## config.mk

```make
export PLATFORM = sky130hd
export DESIGN_NAME = bus_master_port
export DESIGN_NICKNAME = d
export VERILOG_FILES = /design/src/rtl/bus_master_port.sv
export SDC_FILE = /design/constraint.sdc
export NUM_CORES = 1
export LEC_CHECK = 0
export ABC_CLOCK_PERIOD_IN_PS = 7420
export BUFFER_PORTS_ARGS = -buffer_cell sky130_fd_sc_hd__buf_2
export CORE_AREA = 3 3 116 118
export CTS_BUF_LIST = sky130_fd_sc_hd__clkbuf_8
export CTS_CLUSTER_DIAMETER = 100
export CTS_CLUSTER_SIZE = 10
export DETAILED_ROUTE_END_ITERATION = 10
export DIE_AREA = 0 0 119 121
export PLACE_DENSITY = 0.8
export SYNTH_ARGS = -nofsm -noshare
export SYNTH_HDL_FRONTEND = slang
export SYNTH_SLANG_ARGS = --single-unit
```

## constraint.sdc

```tcl
create_clock -name clk -period 7.42 [get_ports clk]
set_clock_uncertainty 0.2 [all_clocks]
set_input_delay 1.484 -clock clk [delete_from_list [all_inputs] [get_ports clk]]
set_output_delay 1.484 -clock clk [all_outputs]
set_load 0.01 [all_outputs]
```

## src/rtl/bus_master_port.sv

```systemverilog
// Bus master port: bridges single CPU word requests onto an arbitrated,
// strobed shared bus. Bus access is bounded by a per-access timeout.
module bus_master_port #(
  parameter int TIMEOUT = 255
) (
  input  logic        clk,
  input  logic        reset,
  input  logic        cpu_req,
  input  logic        cpu_rw,
  input  logic [29:0] cpu_addr,
  input  logic [31:0] cpu_wr_data,
  input  logic        cpu_flush,
  output logic [31:0] cpu_rd_data,
  output logic        cpu_ack,
  output logic        cpu_err,
  output logic        cpu_busy,
  output logic        m_req_,
  input  logic        m_grnt_,
  output logic [29:0] m_addr,
  output logic        m_as_,
  output logic        m_rw,
  output logic [31:0] m_wr_data,
  input  logic [31:0] m_rd_data,
  input  logic        m_rdy_
);

  typedef enum logic [1:0] {
    IDLE   = 2'd0,
    REQ    = 2'd1,
    ACCESS = 2'd2
  } state_t;

  localparam logic [7:0] CNT_LAST = 8'(TIMEOUT - 1);

  state_t      state_q, state_d;
  logic [29:0] addr_q, addr_d;
  logic        rw_q, rw_d;
  logic [31:0] wdata_q, wdata_d;
  logic [7:0]  cnt_q, cnt_d;
  logic        req_n_q, req_n_d;
  logic        as_n_q, as_n_d;
  logic [29:0] m_addr_q, m_addr_d;
  logic        m_rw_q, m_rw_d;
  logic [31:0] m_wdata_q, m_wdata_d;
  logic [31:0] rd_data_q, rd_data_d;
  logic        ack_q, ack_d;
  logic        err_q, err_d;

  always_comb begin
    state_d   = state_q;
    addr_d    = addr_q;
    rw_d      = rw_q;
    wdata_d   = wdata_q;
    cnt_d     = cnt_q;
    req_n_d   = req_n_q;
    as_n_d    = 1'b1;
    m_addr_d  = m_addr_q;
    m_rw_d    = m_rw_q;
    m_wdata_d = m_wdata_q;
    rd_data_d = rd_data_q;
    ack_d     = 1'b0;
    err_d     = 1'b0;

    case (state_q)
      IDLE: begin
        if (cpu_req && !cpu_flush) begin
          addr_d  = cpu_addr;
          rw_d    = cpu_rw;
          wdata_d = cpu_wr_data;
          req_n_d = 1'b0;
          state_d = REQ;
        end
      end

      // Flush beats a grant arriving on the same edge.
      REQ: begin
        if (cpu_flush) begin
          req_n_d = 1'b1;
          state_d = IDLE;
        end else if (!m_grnt_) begin
          as_n_d    = 1'b0;
          m_addr_d  = addr_q;
          m_rw_d    = rw_q;
          m_wdata_d = wdata_q;
          cnt_d     = 8'd0;
          state_d   = ACCESS;
        end
      end

      // Ready is checked before the timeout so a last-cycle ready completes cleanly.
      ACCESS: begin
        if (!m_rdy_ || cnt_q == CNT_LAST) begin
          req_n_d   = 1'b1;
          ack_d     = 1'b1;
          m_addr_d  = 30'd0;
          m_rw_d    = 1'b1;
          m_wdata_d = 32'd0;
          state_d   = IDLE;
          if (!m_rdy_) begin
            if (rw_q) rd_data_d = m_rd_data;
          end else begin
            err_d = 1'b1;
          end
        end else begin
          cnt_d = cnt_q + 8'd1;
        end
      end

      default: begin
        req_n_d   = 1'b1;
        m_addr_d  = 30'd0;
        m_rw_d    = 1'b1;
        m_wdata_d = 32'd0;
        state_d   = IDLE;
      end
    endcase
  end

  always_ff @(posedge clk or posedge reset) begin
    if (reset) begin
      state_q   <= IDLE;
      addr_q    <= 30'd0;
      rw_q      <= 1'b0;
      wdata_q   <= 32'd0;
      cnt_q     <= 8'd0;
      req_n_q   <= 1'b1;
      as_n_q    <= 1'b1;
      m_addr_q  <= 30'd0;
      m_rw_q    <= 1'b1;
      m_wdata_q <= 32'd0;
      rd_data_q <= 32'd0;
      ack_q     <= 1'b0;
      err_q     <= 1'b0;
    end else begin
      state_q   <= state_d;
      addr_q    <= addr_d;
      rw_q      <= rw_d;
      wdata_q   <= wdata_d;
      cnt_q     <= cnt_d;
      req_n_q   <= req_n_d;
      as_n_q    <= as_n_d;
      m_addr_q  <= m_addr_d;
      m_rw_q    <= m_rw_d;
      m_wdata_q <= m_wdata_d;
      rd_data_q <= rd_data_d;
      ack_q     <= ack_d;
      err_q     <= err_d;
    end
  end

  assign cpu_busy    = (state_q != IDLE);
  assign cpu_rd_data = rd_data_q;
  assign cpu_ack     = ack_q;
  assign cpu_err     = err_q;
  assign m_req_      = req_n_q;
  assign m_as_       = as_n_q;
  assign m_addr      = m_addr_q;
  assign m_rw        = m_rw_q;
  assign m_wr_data   = m_wdata_q;

endmodule

```

==> flow_summary.json <==
{
  "status": "finished clean",
  "worstPathRequired_ns": 5.74,
  "ir_worst_vdd_uv": 199,
  "clkTransAtPathRegs_ns": 0.08,
  "cts_resized": 0,
  "crit_family": "flip-flops",
  "cp-endpoint": "cpu_busy",
  "grt_pass1_wl_um": 21600,
  "cts-root-buf": "clkbuf_8",
  "slowest_delay_ns": 0.54,
  "synth_edf_count": 0,
  "p_total_mw": 2.59,
  "synth_area_leader_cell": "dfrtp_1",
  "cts.sinks": 172,
  "htree_levels": 4,
  "synth_cell_types": 39,
  "ant_nets": 0,
  "cts_buffers": 17,
  "first_iter_violations": 214,
  "fin_tns_setup_ns": 0,
  "gr-total-overflow": 0,
  "fill_cells": 925,
  "post_route_cells_drive_above_1_share": 0.537,
  "cp_max_fo": 10,
  "timing.critical_path.buf_inv": 1,
  "core.rowCount": 41,
  "r2r_cells": 7,
  "die-area_um2": 14400,
  "antenna_found_initial": 1,
  "core-area_um2": 12600,
  "synthTopCellsByCount": "dfrtp_1 (169), mux2_2 (90), a22o_1 (62)",
  "route.detailed.drc": 0,
  "ios": 201,
  "holdWs_ns": 0.274,
  "postCtsHoldBufs": 0,
  "reg2reg_to": "m_wr_data[2]",
  "cts_setup_buffers": 0,
  "die_h_um": 121,
  "synth.area.top_cells": "dfrtp_1 (65%), mux2_2 (15%), a22o_1 (8.3%), buf_6 (2.2%), dfstp_2 (1.2%)",
  "ys_warn_count": 0,
  "grt_pass1_vias": 4379,
  "max_slew_margin": 0.412,
  "cp-end-kind": "output pin",
  "p_per_area_nw_per_um2": 323,
  "globalplace.congestion": 0.719,
  "finalCriticalPeriod_ns": 3.15,
  "synth_seq_cells": 172,
  "area_delta_synth_final_pct": 22.3,
  "synthMostInstantiatedCell": "dfrtp_1",
  "nets": 719,
  "synth_ff_type": "dfrtp_1",
  "cp_cell_sequence": "or2_2 > buf_2",
  "setup_ws_ns": 4.27,
  "syn_nets": 520,
  "tritoncts": "built",
  "cellLeakagePower_nw": 3.99,
  "maxClockFrequency_mhz": 318,
  "r2r_start": "cnt_q[0]",
  "seq_area_frac_synth": 0.658,
  "start_kind": "flip-flop",
  "worst-path-stages": 2,
  "finalMaxSlewViolations": 0,
  "drv_cap": 0,
  "async_flop_share": 1.00,
  "avgViaCountPerCell": 5.26,
  "finalCritPeriodShare": 0.424,
  "grt_max_degree": 101,
  "dp_slack_ns": 3.99,
  "crit_slowest_cell": "dfrtp_1",
  "wirelength_um": 13200,
  "worst_pin_slew_ns": 0.881,
  "crit_type": "flip-flop to output pin",
  "critPathLaunch": "state_q[1]",
  "vias": 4211,
  "finish.utilization": 0.637,
  "clock_path_buffers": 2,
  "rsz0062_at_grt": "false",
  "synth.top_cell.area_share": 0.646,
  "setup_violations": 0,
  "syn_area_um2": 6550,
  "hp-class": "flip-flop to flip-flop",
  "dr.pass1.iters": 4,
  "syn-instance-count": 417,
  "die_w_um": 119,
  "hold_violations": 0,
  "syn_area_per_cell_um2": 15.7,
  "routedWlPerCell_um": 16.5,
  "r2r_slack_ns": 4.94,
  "cp.arrival_ns": 1.46,
  "grt_usage": 0.190,
  "clkLatencyLatePin_ns": 0.45,
  "insertedDiodeCount": 0,
  "start_util": 0.521,
  "numPortBuffers": 200,
  "hpwl_um": 9050
}
## power breakdown
| part | switching, mW | total (mW) | internal, mW |
|---|---|---|---|
| Combinational | 0.270 | 0.598 | 0.327 |
| Clock | 0.317 | 0.663 | 0.346 |
| Sequential | 0.140 | 1.33 | 1.19 |
| Total | 0.727 | 2.59 | 1.86 |
## placed cells by master (no fill, tap or decap), types with 2 or more instances in the layout
cell type	netlist	layout
buf_2	6	200
dfrtp_1	169	169
mux2_2	90	90
a22o_1	62	62
clkbuf_8	0	19
nand2_1	8	8
nor2_1	8	8
nand3_1	6	6
mux2_1	5	5
buf_4	4	5
inv_1	4	4
clkinv_2	0	4
a21oi_1	3	3
clkinvlp_4	0	3
bufinv_16	0	3
dfstp_2	3	3
nand2b_4	2	2
o31ai_1	2	2
o211ai_1	2	2
nor3_1	2	2
mux2i_1	2	2
nand2b_1	2	2
inv_6	0	2
nor4_1	2	2
xnor2_1	2	2
ha_1	2	2
## tightest hold or removal path, stage by stage, from the launching register on
cell	delay, ns
dfstp_2	0.38
inv_1	0.04
a21oi_1	0.05
## registers in the layout, summed over array words and instances, names as in the netlist
signal and flops:
cpu_rd_data 32, m_wr_data 32, wdata_q 32, addr_q 30, m_addr 30, cnt_q 8, state_q 2, cpu_ack 1
cpu_err 1, m_as_ 1, m_req_ 1, m_rw 1, rw_q 1
## kinds of logic after synthesis
logic type               synth area share
flip-flops                          0.658
multiplexers                        0.166
AO/OA/AOI/OAI                      0.0963
AND/OR/NAND/NOR                    0.0375
buffers and inverters              0.0355
XOR/XNOR                          0.00268
adder cells (fa/ha/maj)           0.00382
## routing by layer
layer | wire length (µm) | part of all wire | track usage | vias up
li1 | - | - | - | 1913
met1 | 5550 | 0.42 | 0.235 | 2101
met2 | 6270 | 0.47 | 0.302 | 179
met3 | 1170 | 0.089 | 0.0741 | 16
met4 | 200 | 0.015 | 0.0746 | 2
met5 | 13 | 0.00098 | 0 | -
## how the worst min path moves through the flow
| stage | from | endpoint | slack, ns | cells past startpoint |
|---|---|---|---|---|
| 4_1_cts | m_rw | m_rw | 0.28 | 2 |
| 2_1_floorplan | addr_q[0] | m_addr[0] | 0.26 | 1 |
| 3_3_place_gp | m_rw | m_rw | 0.25 | 2 |
| 5_1_grt | m_rw | m_rw | 0.28 | 2 |
| 3_5_place_dp | m_rw | m_rw | 0.26 | 2 |
| 6_report | m_rw | m_rw | 0.27 | 2 |
## metrics by stage
stage | instance area [µm²] | instances
2_1_floorplan | 6550 | 417
3_3_place_gp | 7600 | 769
3_5_place_dp | 7600 | 769
4_1_cts | 8010 | 800
5_1_grt | 8010 | 800
6_report | 8010 | 800
## final cells by class
| cell class | instances | area (µm²) | area share |
|---|---|---|---|
| multi-input cells | 215 | 2020 | 0.252 |
| repair buffers | 205 | 1040 | 0.130 |
| inverters | 5 | 23.8 | 0.00297 |
| flip-flops and latches | 172 | 4310 | 0.538 |
| clock inverters | 12 | 145 | 0.0181 |
| well taps | 172 | 215 | 0.0269 |
| clock buffers | 19 | 262 | 0.0327 |
Power figures use the tool's default switching activity.
